<file path="src/rtl/instruction_fetch.sv">
// IF stage of the five-stage MIPS pipeline: PC, instruction-memory address and the IF/ID register.
// Optional FETCH_STATS_EN adds fetch_count/stall_count outputs.
module instruction_fetch #(
  parameter int          INSTR_MEM_SIZE = 64,
  parameter int          ADDR_BITS      = 6,
  parameter logic [31:0] RESET_PC       = 32'h0
) (
  input  logic                 clock,
  input  logic                 reset,
  input  logic                 stall,
  input  logic                 branch_taken,
  input  logic [31:0]          branch_target,
  output logic [ADDR_BITS-1:0] imem_addr,
  input  logic [31:0]          imem_data,
  output logic [31:0]          pc,
  output logic [31:0]          if_id_instr,
  output logic [31:0]          if_id_pc_plus_4,
  output logic                 if_id_valid,
  output logic                 halted,
  output logic [1:0]           fsm_state
`ifdef FETCH_STATS_EN
  ,
  output logic [31:0]          fetch_count,
  output logic [31:0]          stall_count
`endif
);

  localparam logic [1:0] ST_BOOT = 2'd0;
  localparam logic [1:0] ST_RUN  = 2'd1;
  localparam logic [1:0] ST_HALT = 2'd2;

  localparam logic [31:0] PC_LIMIT = 32'(INSTR_MEM_SIZE) << 2;

  logic [1:0]  state_q, state_d;
  logic [31:0] pc_q, pc_d;
  logic [31:0] instr_q, instr_d;
  logic [31:0] pp4_q, pp4_d;
  logic        valid_q, valid_d;
  logic        halted_q, halted_d;
  logic [31:0] pc_plus_4;
  logic        pc_bad;
  logic        load_fetch;
  logic        count_stall;

  assign pc_plus_4 = pc_q + 32'd4;
  assign pc_bad    = (pc_q[1:0] != 2'b00) || (pc_q >= PC_LIMIT);
  assign imem_addr = pc_q[ADDR_BITS+1:2];

  // Priority in RUN: stall freezes everything, then a bad PC halts, then redirect, then fetch.
  always_comb begin
    state_d     = state_q;
    pc_d        = pc_q;
    instr_d     = instr_q;
    pp4_d       = pp4_q;
    valid_d     = valid_q;
    halted_d    = halted_q;
    load_fetch  = 1'b0;
    count_stall = 1'b0;
    case (state_q)
      ST_BOOT: begin
        state_d = ST_RUN;
      end
      ST_RUN: begin
        if (stall) begin
          count_stall = 1'b1;
        end else if (pc_bad) begin
          state_d  = ST_HALT;
          halted_d = 1'b1;
          instr_d  = 32'h0;
          pp4_d    = 32'h0;
          valid_d  = 1'b0;
        end else if (branch_taken) begin
          pc_d    = branch_target;
          instr_d = 32'h0;
          pp4_d   = 32'h0;
          valid_d = 1'b0;
        end else begin
          pc_d       = pc_plus_4;
          instr_d    = imem_data;
          pp4_d      = pc_plus_4;
          valid_d    = 1'b1;
          load_fetch = 1'b1;
        end
      end
      ST_HALT: begin
        state_d = ST_HALT;
      end
      default: begin
        state_d = ST_HALT;
      end
    endcase
  end

  always_ff @(posedge clock or posedge reset) begin
    if (reset) begin
      state_q  <= ST_BOOT;
      pc_q     <= RESET_PC;
      instr_q  <= 32'h0;
      pp4_q    <= 32'h0;
      valid_q  <= 1'b0;
      halted_q <= 1'b0;
    end else begin
      state_q  <= state_d;
      pc_q     <= pc_d;
      instr_q  <= instr_d;
      pp4_q    <= pp4_d;
      valid_q  <= valid_d;
      halted_q <= halted_d;
    end
  end

  assign pc              = pc_q;
  assign if_id_instr     = instr_q;
  assign if_id_pc_plus_4 = pp4_q;
  assign if_id_valid     = valid_q;
  assign halted          = halted_q;
  assign fsm_state       = state_q;

`ifdef FETCH_STATS_EN
  logic [31:0] fetch_cnt_q, fetch_cnt_d;
  logic [31:0] stall_cnt_q, stall_cnt_d;

  assign fetch_cnt_d = load_fetch  ? fetch_cnt_q + 32'd1 : fetch_cnt_q;
  assign stall_cnt_d = count_stall ? stall_cnt_q + 32'd1 : stall_cnt_q;

  always_ff @(posedge clock or posedge reset) begin
    if (reset) begin
      fetch_cnt_q <= 32'h0;
      stall_cnt_q <= 32'h0;
    end else begin
      fetch_cnt_q <= fetch_cnt_d;
      stall_cnt_q <= stall_cnt_d;
    end
  end

  assign fetch_count = fetch_cnt_q;
  assign stall_count = stall_cnt_q;
`else
  logic unused_stats;
  assign unused_stats = load_fetch ^ count_stall;
`endif

endmodule

</file>
<file path="config.mk">
export PLATFORM = sky130hd
export DESIGN_NAME = instruction_fetch
export DESIGN_NICKNAME = d
export VERILOG_FILES = /design/src/rtl/instruction_fetch.sv
export SDC_FILE = /design/constraint.sdc
export NUM_CORES = 1
export LEC_CHECK = 0
export CAP_MARGIN = 0
export CORE_MARGIN = 8
export CORE_UTILIZATION = 38
export CTS_CLUSTER_DIAMETER = 50
export DETAILED_ROUTE_END_ITERATION = 16
export MAX_ROUTING_LAYER = met4
export PLACE_DENSITY = 0.77
export SYNTH_ARGS = -nofsm -noshare
export SYNTH_HDL_FRONTEND = slang
export SYNTH_SLANG_ARGS = --single-unit
</file>
<file path="constraint.sdc">
create_clock -name clock -period 3.4 [get_ports clock]
set_input_delay 0.68 -clock clock [delete_from_list [all_inputs] [get_ports clock]]
set_output_delay 0.68 -clock clock [all_outputs]
set_load 0.1 [all_outputs]
</file>
==> results of run 1 <==
==> flip-flops by register name (all words and copies together), names as in the netlist <==
register	flops
if_id_instr	32
if_id_pc_plus_4	32
pc	32
fsm_state	2
halted	1
if_id_valid	1
==> cell usage in the layout (no fill, tap or decap), drive strengths merged, types with 2 or more instances in the layout <==
master	count
buf	73
mux2	3
dfrtp	100
a2bb2oi	2
clkinvlp	2
nand2	79
nand3	4
clkinv	2
and2	27
mux2i	2
a31oi	3
o31ai	7
nor2	4
xor2	2
inv	7
clkbuf	10
or3	3
nor3b	4
a31o	2
nor4	4
ha	2
o21ai	36
clkdlybuf4s50	104
a21o	26
or4	4
==> worst max-delay path, delay by kind of cell <==
family                 cells  cell delay [ns]
buffers and inverters      1             0.45
AND/OR/NAND/NOR            3             1.36
multiplexers               1             0.41
==> power by group through the flow <==
stage	logic, mW	registers [mW]	clock network (mW)
global route	0.699	1.28	0.779
global placement	0.671	1.30	0
detailed placement	0.677	1.30	0
floorplan	0.141	1.63	0
CTS	0.679	1.28	0.742
finish	0.672	1.28	0.717
==> routing by layer <==
metal	global-route usage, %	part of all wire [%]
met1	20.1	44
met2	25.4	48
met3	4.32	6.6
met4	5.76	1.1
met5	-	0
==> worst paths after layout <==
path / start / end / slack [ns] / depth (start not counted)
worst min-delay path: if_id_valid$_DFFE_PP0P_ / if_id_valid$_DFFE_PP0P_ / 0.49 / 2
worst max register to register: pc[21]$_DFFE_PP0P_ / pc[6]$_DFFE_PP0P_ / 0.96 / 4
min in group asynchronous: reset / if_id_instr[25]$_DFFE_PP0P_ / 0.80 / 2
worst max-delay path: stall / pc[6]$_DFFE_PP0P_ / 0.74 / 5
max in group asynchronous: reset / if_id_pc_plus_4[20]$_DFFE_PP0P_ / 1.91 / 3
worst min register to register: if_id_valid$_DFFE_PP0P_ / if_id_valid$_DFFE_PP0P_ / 0.49 / 2
==> cell type report <==
class / instances / area share [%]
multi-input combinational: 222 / 22.5
timing repair buffer: 177 / 27.7
tap: 136 / 2.95
clock buffer: 10 / 2.38
clock inverter: 6 / 0.801
inverter: 5 / 0.368
sequential: 100 / 43.3
==> kinds of logic after synthesis <==
kind of cell | Yosys count
buf+inv | 30
fa+ha+maj | 2
mux | 5
compound gates | 78
simple gates | 134
xor+xnor | 3
flops | 100
==> metrics.md, run 1 <==
| Metric | Value |
|---|---|
| Status | `completed` |
| Post-layout total power | `2.66 mW` |
| Layout cells sized above 1 | `21.3%` |
| Hold Crit Class | `reg -> reg` |
| DR vias/cell | `4.89` |
| Mapped cell area | `0.00395 mm^2` |
| Post-synth EDFFs | `0` |
| Largest family of logic cells by synthesized area | `simple AND/OR/NAND/NOR gates` |
| Post-DP Area | `0.00559 mm^2` |
| Vias in the first global route | `3375` |
| WL final | `11000 um` |
| Global-route wire length before repair | `17900 um` |
| Sequential share of power | `47.9%` |
| Top post-synthesis cells by count | `dfrtp_1, nand2_1, and2_1, a21o_1, o21ai_0` |
| Peak supply drop | `0.224 mV` |
| Pin count of the biggest net entering global routing | `74` |
| Complex-gate fraction of the synthesized area | `13.4%` |
| DP Worst Slack | `0.422 ns` |
| Gp weighted congestion | `0.791` |
| Clock transition at path regs | `0.09 ns` |
| Fin area | `0.00578 mm^2` |
| TNS Setup | `0 ns` |
| Post-Syn Instances | `352` |
| WHS | `0.485 ns` |
| Final setup margin | `0.744 ns` |
| CP arrival | `2.90 ns` |
| # port buffers | `173` |
| Worst path slowest cell | `nor2b_1` |
| Required time of the critical path | `3.65 ns` |
| CTS root buf | `clkbuf_8` |
| Synthesis-to-finish area growth | `46.2%` |
| GR Util All Layers | `16.3%` |
| Crit path max fanout | `7` |
| Syn_nets | `422` |
| Pins Over Slew Limit | `0` |
| Later-pin clock latency in the skew report | `0.36 ns` |
| IO Count | `174` |
| Synthesized area per cell | `11.2 um^2` |
| Placed cell count | `640` |
| Worst setup path class | `in -> reg` |
| Gr ovfl total | `0` |
| RSZ-0062 raised after global routing | `no` |
| Period Utilization, post-route | `78.1%` |
| CTS HTree Levels | `3` |
| Filler cells | `894` |
| Final setup violation count | `0` |
| Worst path cell trace | `clkdlybuf4s50_1 -> or3b_2 -> nor4_2 -> nor2b_1 -> mux2_2` |
| Internal | `1.71 mW` |
| Cell taking the most area after synthesis | `dfrtp_1` |
| Leak pwr | `2.82 nW` |
| Sequential area share after synthesis | `63.3%` |
| Setup crit end kind | `register` |
| Post-detail-place hpwl | `8060 um` |
| Post-Synth Adder-Cell Area | `0.633%` |
| Number of synthesized register bits | `100` |
| Rows | `37` |
| TritonRoute pass-1 iters | `5` |
| Ys flop type | `dfrtp_1` |
| Die area | `0.0139 mm^2` |
| Core box area | `0.0102 mm^2` |
| CTS hold repair buffers | `0` |
| Mux contribution to synthesized area | `1.36%` |
| Worst Skew | `0.00842 ns` |
| Synth unique cells | `38` |
| Register area | `0.00250 mm^2` |
| P_sw | `0.959 mW` |
| Xor and xnor area share after synthesis | `0.665%` |
| Post-synth ARST share | `100%` |
| Drt wl/cell | `16.8 um` |
| Synth top area cells | `dfrtp_1, nand2_1, a21o_1, and2_1, o21ai_0` |
| Fraction of post-synthesis cell area in the top cell type by area | `63.3%` |
| Setup crit start kind | `input port` |
| Final hold vios | `0` |
| Slew headroom | `32.9%` |
| Bufs on Longest Clock Path | `2` |
| CP max stage delay | `0.57 ns` |
| Die Y | `118 um` |
| Combinational Power Share | `25.2%` |
| Final nets | `585` |
| DR DRC count | `0` |
| Total CTS buffers | `9` |
| Syn. warnings | `0` |
| Layout Utilization | `56.5%` |
| CTS tree | `yes` |
| Clk pwr share | `26.9%` |
| Multi-input gate area | `0.00130 mm^2` |
| Post-CTS sizing | `0` |
| Detailed Route Iter0 Violations | `269` |
| Die W | `118 um` |
| Antenna diodes | `0` |
| DR vias | `3205` |
| Initial antenna violation count | `0` |
| MaxCap Viol Count | `0` |
| Clk sink count | `100` |
| Max Fclk | `376 MHz` |
| Starting Density | `38.6%` |
| Worst-Margin Slew | `1.00 ns` |
| Sw frac | `36.0%` |
| Post-Layout Cell Count | `656` |
| Setup repair bufs after CTS | `0` |
| Post-layout min period | `2.66 ns` |
| Detail Route Antenna Nets | `0` |
| Most common cell in the synthesized netlist | `dfrtp_1` |
| Power density over the cells | `461 mW/mm^2` |
| Simple-gate share of the synthesized area | `16.6%` |
No activity file was read; power rests on OpenSTA's default activity.
==> run 2, diff against run 1 <==
==> constraint.sdc (replaced) <==
create_clock -name clock -period 2.21 [get_ports clock]
set_input_delay 0.442 -clock clock [delete_from_list [all_inputs] [get_ports clock]]
set_output_delay 0.442 -clock clock [all_outputs]
set_load 0.1 [all_outputs]
==> metrics.md, run 2 (synthesized netlist as in run 1, its figures left out) <==
| Metric | Value |
|---|---|
| Status | `completed (unchanged)` |
| CP arrival | `2.43 ns (was 2.90 ns)` |
| Pins Over Slew Limit | `0 (unchanged)` |
| DR WL met2 | `4810 um (was 5310 um)` |
| Post-Layout Cell Count | `666 (was 656)` |
| Rows | `37 (unchanged)` |
| Drt wl/cell | `16.0 um (was 16.8 um)` |
| Max Fclk | `464 MHz` |
| CTS root buf | `clkbuf_8 (unchanged)` |
| Wl on met1 | `4950 um (was 4850 um)` |
| TritonRoute pass-1 iters | `4 (was 5)` |
| Power density over the cells | `701 mW/mm^2 (was 461 mW/mm^2)` |
| Placed cell count | `649 (was 640)` |
| Final nets | `595 (was 585)` |
| Crit path max fanout | `16 (was 7)` |
| Detail Route Antenna Nets | `0 (unchanged)` |
| Total CTS buffers | `9 (unchanged)` |
| DR DRC count | `0 (unchanged)` |
| Post-layout total power | `4.10 mW (was 2.66 mW)` |
| DR vias | `3164 (was 3205)` |
| Leak pwr | `2.91 nW (was 2.82 nW)` |
| TNS Setup | `0 ns (unchanged)` |
| Core box area | `0.0102 mm^2 (unchanged)` |
| GR Util All Layers | `15.7% (was 16.3%)` |
| Most frequent cells in the layout | `buf_4, nand2_1, dfrtp_1 (was clkdlybuf4s50_1, dfrtp_1, nand2_1)` |
| Most common cell after layout, fill and taps aside | `buf_4 (was clkdlybuf4s50_1)` |
| RSZ-0062 raised after global routing | `yes (was no)` |
| CTS hold repair buffers | `0 (unchanged)` |
| Final setup violation count | `0 (unchanged)` |
| Die area | `0.0139 mm^2 (unchanged)` |
| Required time of the critical path | `2.48 ns (was 3.65 ns)` |
| CTS HTree Levels | `3 (unchanged)` |
| Post-layout min period | `2.16 ns` |
| Vias in the first global route | `3328 (was 3375)` |
| CTS tree | `yes (unchanged)` |
| Worst-Margin Slew | `0.660 ns (was 1.00 ns)` |
| Die Y | `118 um (unchanged)` |
| Worst Skew | `0.00890 ns (was 0.00842 ns)` |
| Gp weighted congestion | `0.816 (was 0.791)` |
| Hold Crit Class | `reg -> reg (unchanged)` |
| Met3 routed WL | `806 um (was 728 um)` |
| IO Count | `174 (unchanged)` |
| Gr ovfl total | `0 (unchanged)` |
| Register area | `0.00253 mm^2 (was 0.00250 mm^2)` |
| Clk sink count | `100 (unchanged)` |
| Peak supply drop | `0.379 mV (was 0.224 mV)` |
| Filler cells | `886 (was 894)` |
| Setup crit start kind | `register (was input port)` |
| Layout cells sized above 1 | `34.5% (was 21.3%)` |
| Clock transition at path regs | `0.09 ns (about the same)` |
| Die W | `118 um (unchanged)` |
| Synthesis-to-finish area growth | `47.9% (was 46.2%)` |
| Max layer used | `met4 (unchanged)` |
| DP Worst Slack | `-0.297 ns (was 0.422 ns)` |
| Starting Density | `38.6% (unchanged)` |
| Post-detail-place hpwl | `8020 um (was 8060 um)` |
| Bufs on Longest Clock Path | `2 (unchanged)` |
| Setup crit end kind | `register (unchanged)` |
| # port buffers | `173 (unchanged)` |
| Initial antenna violation count | `0 (unchanged)` |
| Slew headroom | `56.0% (was 32.9%)` |
| Detailed Route Iter0 Violations | `196 (was 269)` |
| MaxCap Viol Count | `0 (unchanged)` |
| Multi-input gate area | `0.00132 mm^2 (was 0.00130 mm^2)` |
| Antenna diodes | `0 (unchanged)` |
| Global-route wire length before repair | `17500 um (was 17900 um)` |
| Pin count of the biggest net entering global routing | `74 (unchanged)` |
| Period Utilization, post-route | `97.6%` |
| Later-pin clock latency in the skew report | `0.37 ns (was 0.36 ns)` |
| WL final | `10700 um (was 11000 um)` |
| Final setup margin | `0.0526 ns (was 0.744 ns)` |
| DR vias/cell | `4.75 (was 4.89)` |
| Worst setup path class | `reg -> reg (was in -> reg)` |
| Final hold vios | `0 (unchanged)` |
run 2: area by class of cell:
cell class | count | share of cell area [%]
Sequential cell | 100 | 43.3
Clock inverter | 6 | 0.835
Clock buffer | 10 | 2.35
Multi-Input combinational cell | 222 | 22.5
Timing Repair Buffer | 187 | 27.7
Tap cell | 136 | 2.91
Inverter | 5 | 0.385
run 2: worst max-delay path: stages (launching register included):
cell and delay (ns):
dfrtp_2 0.43, or4_4 0.56, or2_1 0.25, or4_4 0.47
buf_12 0.18, o31ai_1 0.18
run 2: layer usage:
layer	up-vias	global-route usage (%)
met3	11	4.17
met1	1497	20.6
met5	-	-
li1	1529	-
met4	0	5.52
met2	127	23.0
run 2: what timing repair did:
item,CTS,global route
endpoints found under the setup margin,9,23
pin swaps,0,0
buffers inserted,1,0
resized for setup,0,3
run 2: per-stage QoR:
stage	utilization, %	hold WS [ns]	instance area (um^2)
after floorplan	-	0.559	4010
after global placement	55.0	0.442	5630
after detailed placement	55.0	0.453	5630
after CTS	57.0	0.476	5830
after global routing	57.1	0.495	5850
final	57.1	0.469	5850
run 2: final timing paths:
check	start	to	slack (ns)	cells past startpoint
worst min-delay path	halted$_DFFE_PP0P_	halted$_DFFE_PP0P_	0.47	1
worst max register to register	pc[29]$_DFFE_PP0P_	if_id_pc_plus_4[7]$_DFFE_PP0P_	0.05	5
max in group asynchronous	reset	pc[29]$_DFFE_PP0P_	1.27	3
worst min register to register	halted$_DFFE_PP0P_	halted$_DFFE_PP0P_	0.47	1
min in group asynchronous	reset	if_id_pc_plus_4[3]$_DFFE_PP0P_	0.49	3
worst max-delay path	pc[29]$_DFFE_PP0P_	if_id_pc_plus_4[7]$_DFFE_PP0P_	0.05	5
run 2: power by group:
part	internal, mW	total, mW	switching [mW]
logic	0.279	1.04	0.759
clock network	0.448	1.09	0.646
registers	1.90	1.97	0.0637
==> run 3, diff against run 2 <==
--- a/config.mk
+++ b/config.mk
@@ -12,6 +12,7 @@
 export DETAILED_ROUTE_END_ITERATION = 16
 export MAX_ROUTING_LAYER = met4
 export PLACE_DENSITY = 0.77
+export SKIP_CTS_REPAIR_TIMING = 1
 export SYNTH_ARGS = -nofsm -noshare
 export SYNTH_HDL_FRONTEND = slang
 export SYNTH_SLANG_ARGS = --single-unit
==> metrics.md, run 3 (synthesized netlist as in run 1, its figures left out) <==
| Metric | Value |
|---|---|
| Antenna diodes | `0 (unchanged)` |
| Die Y | `118 um (unchanged)` |
| Detail Route Antenna Nets | `0 (unchanged)` |
| Crit-path most repeated cell | `or4_4 (unchanged)` |
| Pin count of the biggest net entering global routing | `74 (unchanged)` |
| Worst path cell trace | `or4_4 -> or2_1 -> or4_4 -> buf_12 -> o31ai_1 (unchanged)` |
| TritonRoute pass-1 iters | `4 (unchanged)` |
| Bufs on Longest Clock Path | `2 (unchanged)` |
| Worst-Margin Slew | `0.660 ns (about the same)` |
| Status | `completed (unchanged)` |
| Leak pwr | `2.91 nW (unchanged)` |
| Peak supply drop | `0.380 mV (was 0.379 mV)` |
| Max Fclk | `464 MHz (about the same)` |
| Post-Layout Cell Count | `666 (unchanged)` |
| Worst hold path depth | `1 (unchanged)` |
| Worst setup path end | `if_id_pc_plus_4[7]$_DFFE_PP0P_ (unchanged)` |
| CP bufs+invs | `1 (unchanged)` |
| Hold Crit Class | `reg -> reg (unchanged)` |
| Final nets | `595 (unchanged)` |
| Core box area | `0.0102 mm^2 (unchanged)` |
| Crit path launch | `pc[29]$_DFFE_PP0P_ (unchanged)` |
| # port buffers | `173 (unchanged)` |
| Power density over the cells | `701 mW/mm^2 (about the same)` |
| Final hold vios | `0 (unchanged)` |
| Most frequent cells in the layout | `buf_4, nand2_1, dfrtp_1 (unchanged)` |
| Worst setup path class | `reg -> reg (unchanged)` |
| Top delay family on crit path | `simple AND/OR/NAND/NOR gates (unchanged)` |
| MaxCap Viol Count | `0 (unchanged)` |
| IO Count | `174 (unchanged)` |
| Hold_sp | `halted$_DFFE_PP0P_ (unchanged)` |
| Crit path max fanout | `16 (unchanged)` |
| Total CTS buffers | `9 (unchanged)` |
| Setup crit end kind | `register (unchanged)` |
| CP arrival | `2.43 ns (about the same)` |
| Clock transition at path regs | `0.09 ns (about the same)` |
| Clk sink count | `100 (unchanged)` |
| Setup crit start kind | `register (unchanged)` |
| Global-route wire length before repair | `17400 um (was 17500 um)` |
| Drt wl/cell | `16.0 um (unchanged)` |
| Gr ovfl total | `0 (unchanged)` |
| DR DRC count | `0 (unchanged)` |
| Die area | `0.0139 mm^2 (unchanged)` |
| DR vias | `3163 (was 3164)` |
| Later-pin clock latency in the skew report | `0.37 ns (about the same)` |
| Required time of the critical path | `2.48 ns (about the same)` |
| Post-layout min period | `2.16 ns (about the same)` |
| Filler cells | `886 (unchanged)` |
| CTS HTree Levels | `3 (unchanged)` |
| RSZ-0062 raised after global routing | `yes (unchanged)` |
| Pins Over Slew Limit | `0 (unchanged)` |
| Most common cell after layout, fill and taps aside | `buf_4 (unchanged)` |
| Initial antenna violation count | `0 (unchanged)` |
| FF-to-FF End | `if_id_pc_plus_4[7]$_DFFE_PP0P_ (unchanged)` |
| Rows | `37 (unchanged)` |
| Starting Density | `38.6% (unchanged)` |
| DR vias/cell | `4.75 (about the same)` |
| Post-detail-place hpwl | `8020 um (unchanged)` |
| Gp weighted congestion | `0.816 (unchanged)` |
| Worst path slowest cell | `or4_4 (unchanged)` |
| Period Utilization, post-route | `97.6% (about the same)` |
| WHS | `0.469 ns (unchanged)` |
| Die W | `118 um (unchanged)` |
| Placed cell count | `649 (unchanged)` |
| Synthesis-to-finish area growth | `47.9% (unchanged)` |
| Reg2Reg Setup Slack | `0.05 ns (about the same)` |
| Detailed Route Iter0 Violations | `191 (was 196)` |
| CP max stage delay | `0.56 ns (about the same)` |
| Vias in the first global route | `3337 (was 3328)` |
| Final setup violation count | `0 (unchanged)` |
| Layout cells sized above 1 | `34.5% (unchanged)` |
| FF-to-FF path depth | `5 (unchanged)` |
| Slew headroom | `56.0% (about the same)` |
| GR Util All Layers | `15.7% (about the same)` |
| Instance count on the critical path | `5 (unchanged)` |
| CTS root buf | `clkbuf_8 (unchanged)` |
| Reg-to-reg startpoint | `pc[29]$_DFFE_PP0P_ (unchanged)` |
| WL final | `10700 um (unchanged)` |
| Worst Skew | `0.00890 ns (unchanged)` |
| CTS tree | `yes (unchanged)` |
## run 3: cell counts in the layout (fill, tap and decap cells not counted)
No cell type changed its count.
## run 3: per-stage QoR
step	setup WS [ns]	total power, mW	util (%)	cell area (um^2)	setup TNS [ns]
2_1_floorplan	-0.112	2.73	-	4010	-3.41
3_3_place_gp	-0.274	3.03	55.0	5630	-6.25
3_5_place_dp	-0.297	3.05	55.0	5630	-7.50
4_1_cts	-0.0254	4.14	56.8	5810	-0.0983
5_1_grt	-0.0207	4.28	57.1	5850	-0.0959
6_report	0.0531	4.10	57.1	5850	0
## run 3: final cells by class
type	instances	area, um^2	share of cell area (%)
Inverter	5	22.5	0.385
Sequential cell	100	2530	43.3
Timing Repair Buffer	187	1620	27.7
Tap cell	136	170	2.91
Clock buffer	10	138	2.35
Clock inverter	6	48.8	0.835
Multi-Input combinational cell	222	1320	22.5
## run 3: layer usage
layer	track usage, %	vias to the layer above	share of wire (%)
li1	-	1529	-
met1	20.6	1492	47
met2	23.0	131	45
met3	4.17	11	7.5
met4	5.52	0	1.1
met5	-	-	0
## run 3: how the worst min path moves through the flow
stage | slack [ns] | end
finish | 0.47 | halted$_DFFE_PP0P_
global route | 0.50 | halted$_DFFE_PP0P_
CTS | 0.48 | halted$_DFFE_PP0P_
detailed placement | 0.45 | halted$_DFFE_PP0P_
global placement | 0.44 | halted$_DFFE_PP0P_
floorplan | 0.56 | pc[0]$_DFFE_PP0P_
## run 3: power breakdown
| part | leakage (nW) | switching [mW] | internal [mW] |
|---|---|---|---|
| logic | 1.50 | 0.759 | 0.279 |
| registers | 1.33 | 0.0638 | 1.90 |
| clock network | 0.0851 | 0.646 | 0.448 |
## run 3: worst register-to-register path: stages, from the launching register on
cell and delay, ns:
dfrtp_2 0.43, or4_4 0.56, or2_1 0.25, or4_4 0.47, buf_12 0.18, o31ai_1 0.19
